### src/rtl/int_gen_if.sv
// Store/read bus between the Bridge interrupt-generator window and int_gen.
//   Addr : physical byte address
//   WE   : byte enables, nonzero means store
//   Din  : store data
//   Dout : combinational read data for Addr
// master = Bridge side, slave = int_gen side.
interface int_gen_if;
   logic [31:0] Addr;
   logic [3:0]  WE;
   logic [31:0] Din;
   logic [31:0] Dout;

   modport master (output Addr, output WE, output Din, input Dout);
   modport slave  (input Addr, input WE, input Din, output Dout);
endinterface

### src/rtl/int_gen.sv
// Programmable interrupt source behind a 16-byte register window at BASE.
// A down-counter reloaded from PERIOD raises a level IRQ (the pending flag),
// one-shot or periodic, until software stores to the ACK word. Fires that
// land on an already-pending interrupt are counted in a saturating MISS.
//
// Ports:
//   clk   : system clock, rising edge
//   reset : asynchronous, active-low reset
//   bus   : int_gen_if.slave (Addr, WE, Din in; Dout out)
//   IRQ   : registered level interrupt, equals pending
//
// Word map (Addr[3:2]):
//   0 ACK    W   any store clears pending, reads 0
//   1 CTRL   R/W [0] EN, [1] PERIODIC, written only by WE[0]
//   2 PERIOD R/W byte-enabled reload value
//   3 STAT   R   [0] pending, [15:8] MISS; any store here clears MISS
module int_gen #(
   parameter logic [31:0] BASE = 32'h0000_7F20
) (
   input  logic     clk,
   input  logic     reset,
   int_gen_if.slave bus,
   output logic     IRQ
);

   logic        en_q, en_d;
   logic        per_q, per_d;
   logic [31:0] period_q, period_d;
   logic [31:0] count_q, count_d;
   logic        pend_q, pend_d;
   logic [7:0]  miss_q, miss_d;

   logic        hit, store;
   logic [1:0]  word;
   logic        ack_st, ctrl_st, period_st, stat_st;
   logic        fire;
   logic        unused_addr;

   assign hit         = (bus.Addr[31:4] == BASE[31:4]);
   assign word        = bus.Addr[3:2];
   assign store       = hit && (bus.WE != 4'd0);
   assign ack_st      = store && (word == 2'd0);
   assign ctrl_st     = store && (word == 2'd1) && bus.WE[0];
   assign period_st   = store && (word == 2'd2);
   assign stat_st     = store && (word == 2'd3);
   assign unused_addr = ^bus.Addr[1:0];

   // Fire is decided purely from pre-edge state; a coincident CTRL store
   // still lets this fire set pending, it only overrides EN/COUNT.
   assign fire = en_q && (count_q == 32'd0);

   always_comb begin
      en_d     = en_q;
      per_d    = per_q;
      period_d = period_q;
      count_d  = count_q;
      pend_d   = pend_q;
      miss_d   = miss_q;

      if (ctrl_st) begin
         en_d  = bus.Din[0];
         per_d = bus.Din[1];
         if (bus.Din[0]) begin
            count_d = period_q;
         end
      end else if (en_q) begin
         if (count_q != 32'd0) begin
            count_d = count_q - 32'd1;
         end else if (per_q) begin
            count_d = period_q;
         end else begin
            en_d = 1'b0;
         end
      end

      if (period_st) begin
         for (int i = 0; i < 4; i++) begin
            if (bus.WE[i]) begin
               period_d[8*i +: 8] = bus.Din[8*i +: 8];
            end
         end
      end

      // Fire beats a simultaneous ACK.
      if (fire) begin
         pend_d = 1'b1;
      end else if (ack_st) begin
         pend_d = 1'b0;
      end

      if (stat_st) begin
         miss_d = 8'd0;
      end else if (fire && pend_q && !ack_st && (miss_q != 8'hFF)) begin
         miss_d = miss_q + 8'd1;
      end
   end

   always_ff @(posedge clk or negedge reset) begin
      if (!reset) begin
         en_q     <= 1'b0;
         per_q    <= 1'b0;
         period_q <= 32'd0;
         count_q  <= 32'd0;
         pend_q   <= 1'b0;
         miss_q   <= 8'd0;
      end else begin
         en_q     <= en_d;
         per_q    <= per_d;
         period_q <= period_d;
         count_q  <= count_d;
         pend_q   <= pend_d;
         miss_q   <= miss_d;
      end
   end

   always_comb begin
      bus.Dout = 32'd0;
      if (hit) begin
         case (word)
            2'd1:    bus.Dout = {30'd0, per_q, en_q};
            2'd2:    bus.Dout = period_q;
            2'd3:    bus.Dout = {16'd0, miss_q, 7'd0, pend_q};
            default: bus.Dout = 32'd0;
         endcase
      end
   end

   assign IRQ = pend_q;

endmodule

### src/flat_wrapper.sv
// flat-port wrapper written by rule: the top's interface ports become plain ports
module int_gen_flat 
#(
   parameter logic [31:0] BASE = 32'h0000_7F20
)
  (clk, reset, IRQ, bus_Addr, bus_WE, bus_Din, bus_Dout);
  int_gen_if bus_i ();
  input  logic clk;
  input  logic reset;
  output logic IRQ;
  input wire logic [$bits(bus_i.Addr)-1:0] bus_Addr;
  input wire logic [$bits(bus_i.WE)-1:0] bus_WE;
  input wire logic [$bits(bus_i.Din)-1:0] bus_Din;
  output wire logic [$bits(bus_i.Dout)-1:0] bus_Dout;
  assign bus_i.Addr = bus_Addr;
  assign bus_i.WE = bus_WE;
  assign bus_i.Din = bus_Din;
  assign bus_Dout = bus_i.Dout;
  int_gen #(.BASE(BASE)) u_core (.clk(clk), .reset(reset), .bus(bus_i), .IRQ(IRQ));
endmodule
### config.mk
export PLATFORM = sky130hd
export DESIGN_NAME = int_gen_flat
export DESIGN_NICKNAME = d
export VERILOG_FILES = /design/src/rtl/int_gen_if.sv /design/src/rtl/int_gen.sv /design/src/flat_wrapper.sv
export SDC_FILE = /design/constraint.sdc
export NUM_CORES = 1
export LEC_CHECK = 0
export ABC_AREA = 1
export BUFFER_PORTS_ARGS = -buffer_cell sky130_fd_sc_hd__buf_2
export CORE_UTILIZATION = 56
export CTS_CLUSTER_DIAMETER = 50
export CTS_CLUSTER_SIZE = 8
export DETAILED_ROUTE_END_ITERATION = 7
export HOLD_SLACK_MARGIN = 0.08
export PLACE_DENSITY = 0.81
export SKIP_CTS_REPAIR_TIMING = 1
export SYNTH_ARGS = -nofsm -noshare
export SYNTH_HDL_FRONTEND = slang
export SYNTH_SLANG_ARGS = --single-unit
### constraint.sdc
create_clock -name clk -period 2.25 [get_ports clk]
set_clock_uncertainty 0.2 [all_clocks]
set_input_delay 0.1125 -clock clk [delete_from_list [all_inputs] [get_ports clk]]
set_output_delay 0.1125 -clock clk [all_outputs]
set_load 0.01 [all_outputs]
==> results of run 1 <==
-- logic make-up after synthesis --
kind of cell | share of synthesized area [%]
simple gates | 50.74
buf+inv | 7.952
flops | 35.71
compound gates | 2.214
xor+xnor | 2.667
fa+ha+maj | 0.7144
-- worst register-to-register path, cell delays in order (launching register included) --
cell     delay, ps
dfrtp_1        450
nor2_2         190
nand2_1        130
nor2_2         140
nand2_1        110
nor2_4         190
nand2_1        150
nor2_4         120
buf_4          170
nand4_1        120
nand2_1        150
-- flip-flops by register name, summed over array words and instances, names as in the netlist --
signal,count
u_core.period_q,32
u_core.count_q,32
u_core.IRQ,1
u_core.en_q,1
u_core.per_q,1
u_core.miss_q,8
-- layer usage --
metal / global-route usage (%) / vias to the layer above / wire (um)
li1: - / 2997 / -
met1: 47.33 / 2969 / 7185
met2: 53.25 / 407 / 8462
met3: 5.461 / 75 / 1682
met4: 10.68 / 0 / 664
met5: 0 / - / 0
-- how the worst min path moves through the flow --
stage	start	endpoint	slack (ps)	cells after the start
after floorplan	reset	u_core.IRQ$_DFFE_PN0P_	-380	0
after global placement	reset	u_core.count_q[4]$_DFFE_PN0P_	-110	1
after detailed placement	reset	u_core.count_q[1]$_DFFE_PN0P_	-90	1
after CTS	reset	u_core.count_q[24]$_DFFE_PN0P_	-490	1
after global routing	bus_Addr[3]	u_core.miss_q[0]$_DFFE_PN0P_	180	6
final	bus_Addr[3]	u_core.miss_q[7]$_DFFE_PN0P_	160	6
-- per-stage QoR --
step | total power, W | utilization, % | TNS, ps
2_1_floorplan | 0.001427 | - | 0
3_3_place_gp | 0.001529 | 67.72 | 0
3_5_place_dp | 0.001535 | 67.72 | -13.67
4_1_cts | 0.002536 | 69.74 | -309.9
5_1_grt | 0.002664 | 75.50 | -58.16
6_report | 0.002598 | 75.50 | 0
-- synthesized netlist by cell type --
cell type	instances	share of area, %
nor2_2	3	0.36
o21ai_1	1	0.095
a31oi_1	1	0.12
nand3_2	1	0.19
dfrtp_1	75	36
xnor2_1	3	0.50
a21oi_1	9	0.86
nor3_1	19	1.8
and2_0	1	0.12
inv_2	5	0.36
nor2_1	105	7.5
clkinv_1	1	0.071
clkbuf_1	13	0.93
ha_1	3	0.71
buf_1	1	0.071
nor2_4	2	0.43
clkbuf_4	1	0.14
nand3_1	117	11
nand3b_1	2	0.29
nand2_1	306	22
xor2_1	13	2.2
nand2_2	1	0.12
o21ai_0	12	1.1
or2_2	7	0.83
nor3_4	2	0.62
buf_4	3	0.43
nand4_1	45	5.4
buf_2	13	1.2
inv_1	66	4.7
and2_1	1	0.12
-- cell type report --
type / count / area [sq um]
tap: 108 / 135.1
fill: 665 / 2178
sequential: 75 / 1878
clock inverter: 7 / 56.30
timing repair buffer: 180 / 1256
clock buffer: 9 / 123.9
multi-input combinational: 654 / 2993
inverter: 72 / 270.3
-- where the power goes --
group            switching [W]  leakage (nW)  internal (W)  total [W]
logic                 0.000117          2.80      0.000108   0.000225
clock network         0.000610        0.0910      0.000417    0.00103
registers      0.0000000000227          1.04       0.00135    0.00135
total                 0.000727          3.93       0.00187    0.00260
==> impl_metrics.env, run 1 <==
export IMPL_layout_common_cells="nand2_1, nand3_1, buf_2"
export IMPL_post_dp_hpwl_um=11760
export IMPL_slowest_stage="dlygate4sd3_1"
export IMPL_worstPathMaxFanout=12
export IMPL_slew_violations=0
export IMPL_vias=6448
export IMPL_drive_gt1_share_pct=18.05
export IMPL_reg2reg_depth=10
export IMPL_cts_root_buf="clkbuf_8"
export IMPL_path_cells="buf_2 > nor2_1 > nand2_1 > nor2_1 > nand2_1 > nor2_1 > inv_2 > nor3_4 > nand3_1 > dlygate4sd3_1 > nand2_1"
export IMPL_clock_latency_ps=360
export IMPL_finalWeightedCongestion=0.9362
export IMPL_synth_cell_types=30
export IMPL_path_buf_inv=3
export IMPL_r2r_start="u_core.count_q[17]$_DFFE_PN0P_"
export IMPL_r2r_setup_slack_ps=60
export IMPL_critPathTopFamily="simple AND/OR/NAND/NOR gates"
export IMPL_syn_cell_area_sq_mm=0.005255
export IMPL_areaGrowthSynthToFinish_pct=27.74
export IMPL_numClockSinks=75
export IMPL_hold_viol_final=0
export IMPL_stdcell_count=1105
export IMPL_power_density_mw_per_mm2=387.1
export IMPL_maxCapViolCount=0
export IMPL_core_area_sq_mm=0.008891
export IMPL_port_buffers=100
export IMPL_drc=0
export IMPL_ctsLongestPathBuffers=2
export IMPL_cp_startpoint="bus_Addr[25]"
export IMPL_drtPass1Iterations=6
export IMPL_vdd_ir_drop_max_uv=310.0
export IMPL_viasPerCell=5.835
export IMPL_worst_slew_margin_rel_pct=63.93
export IMPL_fmax_ghz=0.4488
export IMPL_slowest_delay_ps=620
export IMPL_mostFrequentLayoutCell="nand2_1"
export IMPL_grt_max_degree=58
export IMPL_cts_tree="built"
export IMPL_r2r_end="u_core.miss_q[2]$_DFFE_PN0P_"
export IMPL_num_io_pins=103
export IMPL_die_w_um=98.87
export IMPL_startpoint_type="input port"
export IMPL_syn_area_per_cell_sq_um=6.316
export IMPL_ant_nets=0
export IMPL_layout_min_cycle_time_ps=2228
export IMPL_place_area_sq_mm=0.006021
export IMPL_dp_slack_ps=-8.445
export IMPL_die_h_um=98.87
export IMPL_grt_pass1_wl_um=26130
export IMPL_fin_crit_sh_pct=99.03
export IMPL_crit_end="u_core.period_q[8]$_DFFE_PN0P_"
export IMPL_grt_antenna_before_repair=0
export IMPL_cp_depth=11
export IMPL_synth_warnings=0
export IMPL_wl_per_cell_um=16.28
export IMPL_fin_nets=1065
export IMPL_fp_dieArea_sq_mm=0.009775
export IMPL_cts_buffers=9
export IMPL_syn_inst=832
export IMPL_cp_required_ps=2340
export IMPL_grt_usage_pct=33.67
export IMPL_whs_ps=158.3
export IMPL_status="complete, no violations"
export IMPL_grt_pass1_vias=5463
export IMPL_p_leak_nw=3.934
export IMPL_initialDrtViolationCount=669
export IMPL_fin_ws_ps=21.76
export IMPL_synth_seq_area_share_pct=35.71
export IMPL_antennaDiodeCount=0
export IMPL_hold_path_class="in2reg"
export IMPL_synth_nets=905
export IMPL_clk_pin_slew_ps=90
export IMPL_initial_utilization_pct=59.10
export IMPL_rows=34
export IMPL_grt_ovfl_total=0
export IMPL_path_class="in2reg"
export IMPL_drt_total_wl_um=17990
export IMPL_dp_cells=1041
export IMPL_h_tree_depth=3
export IMPL_worst_pin_slew_ps=539.3
export IMPL_setup_viol=0
export IMPL_cp_arrival_ps=2320
export IMPL_final_area_sq_mm=0.006713
export IMPL_crit_path_end_kind="flip-flop"
export IMPL_ys_ff_latch=75
(Power assumes the default switching activity.)
==> inputs of run 2 (changes only) <==
--- a/config.mk
+++ b/config.mk
@@ -8,6 +8,7 @@
 export ABC_AREA = 1
 export BUFFER_PORTS_ARGS = -buffer_cell sky130_fd_sc_hd__buf_2
 export CORE_UTILIZATION = 56
+export CTS_BUF_LIST = sky130_fd_sc_hd__clkbuf_16
 export CTS_CLUSTER_DIAMETER = 50
 export CTS_CLUSTER_SIZE = 8
 export DETAILED_ROUTE_END_ITERATION = 7
==> impl_metrics.env, run 2 (synthesized netlist as in run 1, its figures left out) <==
export IMPL_status="complete, no violations"
export IMPL_stdcell_count=1098
export IMPL_drtPass1Iterations=7
export IMPL_layout_min_cycle_time_ps=2159
export IMPL_hold_path_class="in2reg"
export IMPL_crit_path_end_kind="flip-flop"
export IMPL_num_io_pins=103
export IMPL_fin_nets=1058
export IMPL_grt_pass1_vias=5526
export IMPL_antennaDiodeCount=0
export IMPL_cts_root_buf="clkbuf_16"
export IMPL_grt_ovfl_total=0
export IMPL_slowest_stage="dfrtp_1"
export IMPL_worst_pin_slew_ps=505.8
export IMPL_drt_total_wl_um=17490
export IMPL_startpoint_type="flip-flop"
export IMPL_cts_buffers=9
export IMPL_grt_max_degree=58
export IMPL_initial_utilization_pct=59.10
export IMPL_grt_usage_pct=33.98
export IMPL_clock_latency_ps=340
export IMPL_dp_cells=1041
export IMPL_setup_viol=0
export IMPL_viasPerCell=5.774
export IMPL_fp_dieArea_sq_mm=0.009775
export IMPL_worstPathMaxFanout=23
export IMPL_hold_viol_final=0
export IMPL_fin_crit_sh_pct=95.94
export IMPL_clk_pin_slew_ps=70
export IMPL_h_tree_depth=3
export IMPL_ant_nets=0
export IMPL_dp_slack_ps=-8.445
export IMPL_cp_required_ps=2270
export IMPL_worst_slew_margin_rel_pct=66.17
export IMPL_whs_ps=43.16
export IMPL_place_area_sq_mm=0.006021
export IMPL_grt_pass1_wl_um=26390
export IMPL_post_route_util_pct=75.84
export IMPL_rows=34
export IMPL_power_density_mw_per_mm2=440.4
export IMPL_mostFrequentLayoutCell="nand2_1"
export IMPL_slew_violations=0
export IMPL_vias=6340
export IMPL_areaGrowthSynthToFinish_pct=28.31
export IMPL_fill_cells=665
export IMPL_path_class="reg2reg"
export IMPL_post_dp_hpwl_um=11760
export IMPL_numClockSinks=75
export IMPL_cp_arrival_ps=2180
export IMPL_port_buffers=100
export IMPL_maxCapViolCount=0
export IMPL_finalWeightedCongestion=0.9362
export IMPL_fin_ws_ps=91.44
export IMPL_path_cells="nor2_2 > nand2_1 > nor2_2 > nand2_1 > nor2_4 > nand2_1 > nand3_2 > nand2_2 > buf_4 > nand3_1 > nand2_1"
export IMPL_reg_top3="u_core.count_q (32), u_core.period_q (32), u_core.miss_q (8)"
export IMPL_p_leak_nw=3.958
export IMPL_initialDrtViolationCount=662
export IMPL_vdd_ir_drop_max_uv=380.8
export IMPL_cpMostUsedCell="nand2_1"
export IMPL_fmax_ghz=0.4633
export IMPL_ctsLongestPathBuffers=2
export IMPL_cts_tree="built"
export IMPL_die_w_um=98.87
export IMPL_die_h_um=98.87
export IMPL_final_area_sq_mm=0.006743
export IMPL_slowest_delay_ps=430
export IMPL_wl_per_cell_um=15.92
export IMPL_drc=0
export IMPL_drive_gt1_share_pct=18.08
export IMPL_layout_common_cells="nand2_1, nand3_1, buf_2"
export IMPL_core_area_sq_mm=0.008891
export IMPL_grt_antenna_before_repair=0
## run 2: cell types whose count changed in the layout (fill, tap and decap cells not counted), sizes merged
cell / before / now
dlygate4sd3: 47 / 40
## run 2: where the power goes
part | internal (W) | switching, W
Sequential | 0.00135 | 0.0000000000211
Combinational | 0.000102 | 0.000115
Clock | 0.000764 | 0.000641
Total | 0.00221 | 0.000756
## run 2: path summary, 6_finish.rpt
kind | startpoint | to | slack, ps | cells past startpoint
max | u_core.count_q[17]$_DFFE_PN0P_ | u_core.count_q[29]$_DFFE_PN0P_ | 90 | 11
min | bus_WE[2] | u_core.period_q[19]$_DFFE_PN0P_ | 40 | 4
max reg2reg | u_core.count_q[17]$_DFFE_PN0P_ | u_core.count_q[29]$_DFFE_PN0P_ | 90 | 11
min reg2reg | u_core.period_q[3]$_DFFE_PN0P_ | u_core.period_q[3]$_DFFE_PN0P_ | 280 | 2
max in group asynchronous | reset | u_core.period_q[10]$_DFFE_PN0P_ | 1090 | 3
min in group asynchronous | reset | u_core.count_q[24]$_DFFE_PN0P_ | 70 | 2
## run 2: layout make-up
type / instances / area [sq um] / share of cell area, %
clock buffers: 9 / 225.2 / 3.340
clock inverters: 7 / 56.30 / 0.8350
inverters: 72 / 270.3 / 4.008
multi-input cells: 654 / 2993 / 44.39
flip-flops and latches: 75 / 1877 / 27.83
well taps: 108 / 135.1 / 2.004
repair buffers: 173 / 1186 / 17.59
## run 2: through the flow
stage,power [W],setup TNS [ps]
2_1_floorplan,0.001427,0
3_3_place_gp,0.001529,0
3_5_place_dp,0.001535,-13.67
4_1_cts,0.002922,-172.0
5_1_grt,0.003048,-4.515
6_report,0.002970,0
## run 2: worst max-delay path: cells and delay by family, from the launching register on
kind | cells | cell delay [ps]
simple gates | 10 | 1160
flops | 1 | 430
buf+inv | 1 | 220
## run 2: layer usage
layer  share of wire (%)  vias up  track usage, %
li1                    -     2986               -
met1                  39     2944           46.67
met2                  49      364           54.87
met3                 9.5       46           5.887
met4                 2.3        0           10.56
met5                   0        -               0
